[config.mk]
export PLATFORM = sky130hd
export DESIGN_NAME = alu_cmd_engine
export DESIGN_NICKNAME = d
export VERILOG_FILES = /design/src/rtl/alu_cmd_engine.sv
export SDC_FILE = /design/constraint.sdc
export NUM_CORES = 1
export LEC_CHECK = 0
export ABC_AREA = 1
export CORE_MARGIN = 1
export CORE_UTILIZATION = 45
export CTS_CLUSTER_SIZE = 40
export DETAILED_ROUTE_END_ITERATION = 12
export GPL_ROUTABILITY_DRIVEN = 0
export MAX_ROUTING_LAYER = met4
export PLACE_DENSITY_LB_ADDON = 0.15
export SLEW_MARGIN = 5
export SYNTH_ARGS = -nofsm -noshare
export SYNTH_HDL_FRONTEND = slang
export SYNTH_SLANG_ARGS = --single-unit
[constraint.sdc]
create_clock -name clk -period 5.8 [get_ports clk]
set_input_delay 1.16 -clock clk [delete_from_list [all_inputs] [get_ports clk]]
set_output_delay 1.16 -clock clk [all_outputs]
set_load 0.01 [all_outputs]
[src/rtl/alu_cmd_engine.sv]
// alu_cmd_engine: single-stage ALU pipeline feeding an in-order result FIFO.
// A command is captured into the s1 execute register on accept; the result is
// computed combinationally from s1 and written into the FIFO on the next edge.
// cmd_ready counts s1 as a reserved FIFO slot, so the FIFO can never overflow.
//
//   state     | meaning
//   ----------+-------------------------------------------------
//   S1_EMPTY  | execute register holds no command
//   S1_LOADED | execute register holds a command, pushed next edge

module alu_cmd_engine #(
  parameter int FIFO_DEPTH = 4
) (
  input  logic        clk,
  input  logic        rst,
  input  logic        cmd_valid,
  output logic        cmd_ready,
  input  logic [15:0] cmd_x,
  input  logic [15:0] cmd_y,
  input  logic [2:0]  cmd_sel,
  input  logic [3:0]  cmd_tag,
  output logic        rsp_valid,
  input  logic        rsp_ready,
  output logic [15:0] rsp_data,
  output logic        rsp_carry,
  output logic        rsp_borrow,
  output logic [3:0]  rsp_tag,
  output logic [15:0] done_count
);

  localparam int PW = (FIFO_DEPTH > 1) ? $clog2(FIFO_DEPTH) : 1;
  localparam int CW = PW + 1;
  localparam logic [CW-1:0] DEPTH_C = CW'(FIFO_DEPTH);

  localparam logic [2:0] OP_ADD = 3'b000;
  localparam logic [2:0] OP_SUB = 3'b001;
  localparam logic [2:0] OP_AND = 3'b010;
  localparam logic [2:0] OP_OR  = 3'b011;
  localparam logic [2:0] OP_XOR = 3'b100;
  localparam logic [2:0] OP_NOT = 3'b101;
  localparam logic [2:0] OP_SHL = 3'b110;
  localparam logic [2:0] OP_SHR = 3'b111;

  typedef enum logic {
    S1_EMPTY  = 1'b0,
    S1_LOADED = 1'b1
  } s1_state_e;

  typedef struct packed {
    logic [3:0]  tag;
    logic        borrow;
    logic        carry;
    logic [15:0] data;
  } res_t;

  s1_state_e      s1_state_q;
  logic [15:0]    s1_x_q;
  logic [15:0]    s1_y_q;
  logic [2:0]     s1_sel_q;
  logic [3:0]     s1_tag_q;
  logic           s1_valid;

  res_t           fifo_mem_q [FIFO_DEPTH];
  logic [PW-1:0]  wr_ptr_q;
  logic [PW-1:0]  rd_ptr_q;
  logic [CW-1:0]  fifo_count_q;
  logic [CW-1:0]  fifo_count_d;
  logic [15:0]    done_count_q;

  logic [CW-1:0]  outstanding;
  logic           accept;
  logic           push;
  logic           pop;
  logic [16:0]    sum17;
  logic [16:0]    diff17;
  res_t           res_d;
  res_t           head;

  assign s1_valid = (s1_state_q == S1_LOADED);

  // Slots in use include the command sitting in s1; reset forces ready low.
  assign outstanding = fifo_count_q + {{PW{1'b0}}, s1_valid};
  assign cmd_ready   = ~rst & (outstanding < DEPTH_C);

  assign accept = cmd_valid & cmd_ready;
  assign push   = s1_valid;
  assign pop    = rsp_valid & rsp_ready;

  assign sum17  = {1'b0, s1_x_q} + {1'b0, s1_y_q};
  assign diff17 = {1'b0, s1_x_q} - {1'b0, s1_y_q};

  // ALU: compute the result of the command held in s1.
  always_comb begin
    res_d     = '0;
    res_d.tag = s1_tag_q;
    case (s1_sel_q)
      OP_ADD: begin
        res_d.data  = sum17[15:0];
        res_d.carry = sum17[16];
      end
      OP_SUB: begin
        res_d.data   = diff17[15:0];
        res_d.borrow = diff17[16];
      end
      OP_AND:  res_d.data = s1_x_q & s1_y_q;
      OP_OR:   res_d.data = s1_x_q | s1_y_q;
      OP_XOR:  res_d.data = s1_x_q ^ s1_y_q;
      OP_NOT:  res_d.data = ~s1_x_q;
      OP_SHL:  res_d.data = {s1_x_q[14:0], 1'b0};
      OP_SHR:  res_d.data = {1'b0, s1_x_q[15:1]};
      default: res_d.data = '0;
    endcase
  end

  // s1 execute-stage FSM and command payload capture.
  always_ff @(posedge clk) begin
    if (rst) begin
      s1_state_q <= S1_EMPTY;
      s1_x_q     <= '0;
      s1_y_q     <= '0;
      s1_sel_q   <= '0;
      s1_tag_q   <= '0;
    end else begin
      case (s1_state_q)
        S1_EMPTY:  s1_state_q <= accept ? S1_LOADED : S1_EMPTY;
        S1_LOADED: s1_state_q <= accept ? S1_LOADED : S1_EMPTY;
        default:   s1_state_q <= S1_EMPTY;
      endcase
      if (accept) begin
        s1_x_q   <= cmd_x;
        s1_y_q   <= cmd_y;
        s1_sel_q <= cmd_sel;
        s1_tag_q <= cmd_tag;
      end
    end
  end

  // Result storage; contents are don't-care until counted valid.
  always_ff @(posedge clk) begin
    if (push) begin
      fifo_mem_q[wr_ptr_q] <= res_d;
    end
  end

  // Occupancy: simultaneous push and pop leaves the count unchanged.
  always_comb begin
    fifo_count_d = fifo_count_q;
    case ({push, pop})
      2'b10:   fifo_count_d = fifo_count_q + CW'(1);
      2'b01:   fifo_count_d = fifo_count_q - CW'(1);
      default: fifo_count_d = fifo_count_q;
    endcase
  end

  // FIFO pointers and count; pointers wrap naturally at the power-of-two depth.
  always_ff @(posedge clk) begin
    if (rst) begin
      wr_ptr_q     <= '0;
      rd_ptr_q     <= '0;
      fifo_count_q <= '0;
    end else begin
      if (push) begin
        wr_ptr_q <= wr_ptr_q + PW'(1);
      end
      if (pop) begin
        rd_ptr_q <= rd_ptr_q + PW'(1);
      end
      fifo_count_q <= fifo_count_d;
    end
  end

  // Pop counter, wraps at 16 bits.
  always_ff @(posedge clk) begin
    if (rst) begin
      done_count_q <= '0;
    end else if (pop) begin
      done_count_q <= done_count_q + 16'd1;
    end
  end

  assign head       = fifo_mem_q[rd_ptr_q];
  assign rsp_valid  = (fifo_count_q != '0);
  assign rsp_data   = rsp_valid ? head.data   : '0;
  assign rsp_carry  = rsp_valid ? head.carry  : 1'b0;
  assign rsp_borrow = rsp_valid ? head.borrow : 1'b0;
  assign rsp_tag    = rsp_valid ? head.tag    : '0;
  assign done_count = done_count_q;

endmodule

# == Yosys cells after proc, flatten, opt, wreduce, memory -nomap -nowiden ==
# Memories as Yosys holds them, arrays and structs flattened. A register that Yosys moved wholly into a read port is not among the register bits.
# Cells that the tools add are included.
# word_totals
regBits,63
ram_bits,88
inputBits,43
out_inout_bits,40
wordCells,52
n_memories,1
# mem_list
memory,words,word_bits,read_ports,rd_ports_with_merged_regs,write_ports,line_no,rtl
fifo_mem_q,4,22,1,1,1,63,res_t fifo_mem_q [FIFO_DEPTH];
# classes
n_addsub,8
magnitude_cmp,1
n_eq_ne,9
n_mux,13
n_bitwise,8
reduce_logical,3
# ops
cell,n
$pmux 16 s8,1
$add 16x16->17,1
$sub 16x16->17,1
$add 16x1->16 const B,1
$and 16x16->16,1
$mux 16,1
$not 16->16,1
$or 16x16->16,1
$xor 16x16->16,1
$eq 3x3->1 const B,4
$mux 1,7
$eq 3x2->1 const B,2
$pmux 3 s2,1
$add 2x1->2 const B,2
$mux 2,2
$mux 4,1
$add 3x1->3,1
$add 3x1->3 const B,1
$and 1x1->1,3
$eq 3x1->1 const B,1
$logic_not 3->1,1
$lt 3x3->1 const B,1
$reduce_bool 3->1,1
$sub 3x1->3 const B,1
4 further kinds,4

# == Longest topological paths before layout ==
# Gate-level depths: netlist of run 1.
# logic_depth
word_depth,5
mapped_depth,13
depth_no_buf,12

# == Worst setup path after synthesis of run 1 ==
# Ideal clock, no wire load.
# synth_timing
kind,input -> register
from,in rsp_ready
to,reg fifo_count_q[2]
arrival_ns,2.679
setup_slack_ns,3.063
path_stages,10
cell_sequence,inv_1 nor2_2 buf_2 ha_1 inv_1 fa_1 a21oi_1 o21ai_0 a21oi_1 o21a_1
# synth_between
elab_chain_len,3
# synth_lines
item,line_no,rtl
from (decl),23,"input logic rsp_ready,"
$and 1x1->1 *,87,assign pop = rsp_valid & rsp_ready;
net pop,73,logic pop;
$eq 2x1->1 or $eq 2x2->1 (tied branches),148,"case ({push, pop})"
$pmux 3 s2 or $reduce_bool 2->1 (tied branches),--,
to (signal assigned),168,fifo_count_q <= fifo_count_d;
to (decl),66,logic [CW-1:0] fifo_count_q;
# The timed path passes the listed nets; every way through them passes the cells marked *.
# A chain may end at the register's enable or synchronous reset.

==> metrics, run 1 <==
max frequency 249 MHz; initial antenna violation count 0; Power Density 360 nW/um^2; Hold EP done_count[15]; worst reg-to-reg path cell count 10; clk root buf clkbuf_16; CTS buffer count 17; unrepaired setup endpoints after global routing false; Cell variety after synth 42; gr usage total 23.4%; sequential area share after synthesis 43.4%; GR Overflow Total 0; switching share of total power 36.2%; Clock Latency Late Sink 0.43 ns; Syn Inst Count 1141; ant diodes 0; period utilization 69.2%; Detailed Routing Iterations Pass 1 5; CTS tree built; Fin. Hold Viols 0; CP endpoint kind output pin; layout cells sized above 1 5.96%; remaining antenna violation count 0; Reg area 3940 sq um; internal power 2430 uW; min Tclk post-route 4.01 ns; Post-synth EDFFs 88; first-pass GRT wire length 36400 um; largest net degree at the start of global routing 64; syn nets 1241; fraction of registers with async set/reset 0%; total of fill cells in the finished design 1937; Slew Viols, Final 0; peak supply drop 199 uV; synthesized area 9080 sq um; Worst Setup Start Kind register; Worst Tran Pin Value 0.987 ns; Pwr Total 3810 uW; clock transition at the registers of the reported paths 0.07 ns; post-route setup slack 1.79 ns; Detailed Route Iter0 Violations 622; outcome finished clean; IO Port Bufs 82; Setup Skew 0.0124 ns; Hold-fix buffers, CTS 0; part of the power in registers 36.2%; Synth Register Bits 153; area leader, netlist edfxtp_1; Initial Utilization 46.2%; Syn Area/Cell 7.96 sq um; WHS 0.499 ns; clock share of power 28.7%; Setup Fix Bufs, Post-CTS 0; hold depth 2; critical path peak fanout 23; required time of the critical path 4.64 ns; Synth top area share 29.1%; Post-synth top flop edfxtp_1; post-DP HPWL 16000 um; standard-cell rows 51; LEAKAGE 0.00425 uW; routed vias 7611; Die Area 20800 sq um; post-detailed-route wirelength per cell 15.0 um; Slew HR 34.1%; WP data arrival 2.85 ns; Vias/cell 5.17; Hold Crit Class register to register; Final nets 1295; critical path class register to output pin; Core Footprint 19700 sq um; area grow syn2layout 16.6%; Gates resized, CTS repair 0; most frequent cell after synthesis nand2_1; CTS Sinks 153; Sw Pwr 1380 uW; Syn. warnings 0; Hold Startpoint done_count[15]; maxcap violations 0; I/O pin total 83; DRT Wirelength 22200 um; number of global-route vias before repair 7244; Reg2Reg Setup Slack 3.16 ns; Comb pwr share 35.2%; Reg2Reg Launch Point s1_x_q[5]; # DRC 0; Layout Utilization 53.9%; Max clock buf depth 2; synth cell count leaders nand2_1 (213), nor2_1 (177), inv_1 (146), edfxtp_1 (88), nand3_1 (75); reg-to-reg endpoint fifo_mem_q[0][10]; post-place setup slack 2.21 ns; Die Y 144 um; die width 144 um; post-route setup TNS 0 ns; multi-input logic area 4330 sq um; ranking of synthesized cells by area edfxtp_1 (29%), dfxtp_1 (14%), nand2_1 (8.8%); final setup violation count 0; H-tree depth 4
==> registers in the layout, indices dropped and copies added (netlist names), named ones only <==
signal        flops
s1_sel_q          3
s1_tag_q          4
s1_x_q           16
fifo_mem_q       88
done_count       16
s1_y_q           16
wr_ptr_q          2
rd_ptr_q          2
fifo_count_q      3
push              1
==> worst max-delay path by stage <==
stage / end / slack [ns] / cells past startpoint
after global routing: rsp_data[14] / 1.51 / 5
after detailed placement: rsp_data[8] / 2.21 / 5
after CTS: rsp_data[8] / 1.74 / 5
final: rsp_data[8] / 1.79 / 5
after floorplan: fifo_count_q[2] / 3.06 / 10
after global placement: fifo_count_q[2] / 2.27 / 9
==> metrics by stage <==
step | instance area [sq um] | cells
2_1_floorplan | 9080 | 1141
3_3_place_gp | 10000 | 1441
3_5_place_dp | 10000 | 1441
4_1_cts | 10600 | 1473
5_1_grt | 10600 | 1473
6_report | 10600 | 1473
==> worst max-delay path, stage by stage (launching register included) <==
cell and delay, ns:
dfxtp_1 0.82, inv_1 0.57, nor2_1 0.20, o21ai_0 0.09, a21oi_1 0.17, clkdlybuf4s50_1 0.56
==> per-layer routing <==
metal,vias to the layer above,part of all wire [%],global-route usage [%]
met4,0,1.5,7.05
met2,208,44,35.8
met3,28,5.8,5.10
met5,-,0,-
li1,3892,-,-
met1,3483,49,30.8
==> logic make-up after synthesis <==
logic type / share of synthesized area, %
adders and majority gates: 8.10
and+or+nand+nor: 23.4
xor gates and xnor gates: 0.964
buffers and inverters: 9.02
DFF: 43.4
AOI/OAI and AO/OA: 15.1
==> cell usage in the layout (no fill, tap or decap), types with 2 or more instances in the layout <==
cell type	synthesis	layout
xnor2_1	3	3
a21oi_1	71	71
nand2_1	213	212
o22ai_1	31	31
bufinv_16	0	2
clkbuf_1	14	2
a31oi_1	2	2
edfxtp_1	88	88
a211oi_1	8	8
clkbuf_16	0	17
o21ai_1	3	3
and2_1	2	2
clkdlybuf4s50_1	0	81
nor3b_1	5	5
a221oi_1	3	3
inv_2	3	3
o21a_1	4	4
inv_1	146	146
nand3_1	75	75
clkinv_4	0	2
ha_1	54	54
a211oi_2	30	30
xor2_1	7	7
fa_1	3	3
o21bai_1	3	3
dfxtp_1	65	65
nor2_1	177	177
nand3b_1	2	2
or2_2	2	2
nand4_1	12	12
nor3_1	20	20
o21ai_0	49	49
clkinvlp_4	0	4
buf_4	1	4
inv_6	0	2
clkinv_1	1	3
==> power by group through the flow <==
| stage | registers (uW) | logic (uW) | clock network (uW) |
|---|---|---|---|
| final | 1380 | 1340 | 1090 |
| after global routing | 1390 | 1500 | 1150 |
| after CTS | 1380 | 1330 | 1110 |
| after detailed placement | 1400 | 1330 | 0 |
| after global placement | 1400 | 1310 | 0 |
| after floorplan | 1360 | 892 | 0 |
==> layout make-up <==
class | instances | share of cell area [%]
timing repair buffer | 86 | 7.99
clock buffer | 19 | 4.09
tap | 265 | 3.13
inverter | 150 | 5.32
sequential | 153 | 37.2
clock inverter | 13 | 1.36
multi-input combinational | 787 | 40.9
Note: power is estimated with default switching activity, not from simulation.
==> inputs of run 2 (changes only) <==
Clock period 5.8 ns to 3.97 ns, I/O delays scaled along.
==> run 2 against run 1 <==
  * Combinational power grew 50%
  * Design area grew 0.37%
  * Register-to-register slack got worse by 1.8 ns
  * Cell count increased by 0.14%
  * Via count is 1.7% higher
  * Sequential power increased by 43%
  * Largest cell class unchanged
  * Die area unchanged
  * Worst hold slack better by 0.0013 ns
  * Clock power increased by 51%
  * Setup slack worse by 1.1 ns
  * Routed wire length rose by 0.79%
  * Flip-flop and latch count unchanged
==> metrics, run 2 (synthesis gave the netlist of run 1 again) <==
worst reg-to-reg path cell count 10; die width 144 um; Setup Fix Bufs, Post-CTS 0; ordered cell list for the critical path buf_4 -> inv_2 -> o21ai_0 -> a21oi_1 -> clkdlybuf4s50_1; WP data arrival 2.48 ns; Clock Latency Late Sink 0.43 ns; Power Density 531 nW/um^2; post-DP HPWL 15600 um; total of fill cells in the finished design 1936; switching share of total power 35.7%; CTS tree built; Max clock buf depth 2; clock share of power 29.3%; gr usage total 23.6%; I/O pin total 83; internal power 3630 uW; Most Crowded Layer GR met2; LEAKAGE 0.00428 uW; post-detailed-route wirelength per cell 15.1 um; Die Y 144 um; layout cells sized above 1 6.20%; Slew Viols, Final 0; Vias/cell 5.25; critical path class register to output pin; post-route setup TNS 0 ns; Slew HR 34.0%; Comb pwr share 35.6%; ant diodes 0; Reg2Reg Launch Point s1_x_q[5]; Hold-fix buffers, CTS 0; Initial Utilization 46.2%; H-tree depth 4; post-place setup slack 1.15 ns; max reg flops 88; routed vias 7741; Worst Setup Start Kind register; Core Footprint 19700 sq um; peak supply drop 344 uV; part of the power in registers 35.1%; unrepaired setup endpoints after global routing false; Reg2Reg Setup Slack 1.36 ns; standard-cell rows 51; IO Port Bufs 82; Worst Tran Pin Value 0.978 ns; outcome finished clean; max incr delay on CP 0.58 ns; initial antenna violation count 0; DRT Wirelength 22300 um; largest net degree at the start of global routing 76; period utilization 82.4%; leading cell type in the layout, fill and taps excluded nand2_1; Fin. Hold Viols 0; first-pass GRT wire length 36600 um; min Tclk post-route 3.27 ns; post-route setup slack 0.699 ns; Setup Skew 0.0101 ns; critical path peak fanout 44; Global Route met1 Usage 31.1%; clock transition at the registers of the reported paths 0.06 ns; CTS Sinks 153; remaining antenna violation count 0; clk root buf clkbuf_16; GRT met3 Usage 4.87%; most frequent cells in the layout nand2_1 (212), nor2_1 (177), inv_1 (146); maxcap violations 0; Detailed Routing Iterations Pass 1 6; CP endpoint kind output pin; slowest CP cell clkdlybuf4s50_1; final setup violation count 0; max frequency 306 MHz; GR Overflow Total 0; Gates resized, CTS repair 0; hold depth 2; Sw Pwr 2020 uW; required time of the critical path 3.18 ns; Hold Crit Class register to register; area grow syn2layout 17.0%; met2 Track Usage GR 36.2%; # DRC 0; Detailed Route Iter0 Violations 455; Hold Startpoint done_count[15]; number of global-route vias before repair 7220; Biggest register fifo_mem_q; Die Area 20800 sq um; Final nets 1297; CTS buffer count 17
==> run 2: cell types whose count changed in the layout (fill, tap and decap cells not counted), sizes merged <==
cell	before	now
buf	5	7
bufinv	2	3
clkinvlp	4	3
==> run 2: per-layer routing <==
metal  vias up  routed length [um]  share of wire (%)
li1       3907                   -                  -
met3        32                1030                4.6
met1      3610               10800                 49
met5         -                   0                  0
met4         0                 433                1.9
met2       192               10000                 45
==> run 2: worst paths after layout <==
check	endpoint
setup / recovery	rsp_data[11]
hold / removal	done_count[15]
setup reg to reg	fifo_mem_q[0][17]
hold reg to reg	done_count[15]
==> run 2: final cells by class <==
type	instances	area, sq um	share of cell area [%]
clock buffers	19	433	4.07
clock inverters	13	168	1.58
multi-input cells	787	4330	40.7
well taps	265	332	3.12
flip-flops and latches	153	3940	37.1
inverters	150	563	5.30
repair buffers	88	861	8.10
==> run 2: metrics by stage <==
stage,area (sq um),total power (uW),util [%],instances,hold WS (ns)
4_1_cts,10600,5670,54.1,1475,0.503
5_1_grt,10600,5990,54.1,1475,0.531
2_1_floorplan,9080,3290,-,1141,0.460
6_report,10600,5640,54.1,1475,0.500
3_3_place_gp,10000,3970,51.0,1443,0.488
3_5_place_dp,10000,4010,51.0,1443,0.492
==> run 2: power by group through the flow <==
stage | logic (uW) | registers [uW] | clock network (uW)
2_1_floorplan | 1300 | 1990 | 0
3_3_place_gp | 1960 | 2010 | 0
3_5_place_dp | 1990 | 2010 | 0
4_1_cts | 2000 | 1980 | 1690
5_1_grt | 2250 | 2000 | 1750
6_report | 2010 | 1980 | 1650
==> run 2: worst max-delay path: cells and delay by family, from the launching register on <==
family	cells	cell delay (ns)
compound gates	2	0.45
buf+inv	3	1.29
flops	1	0.30
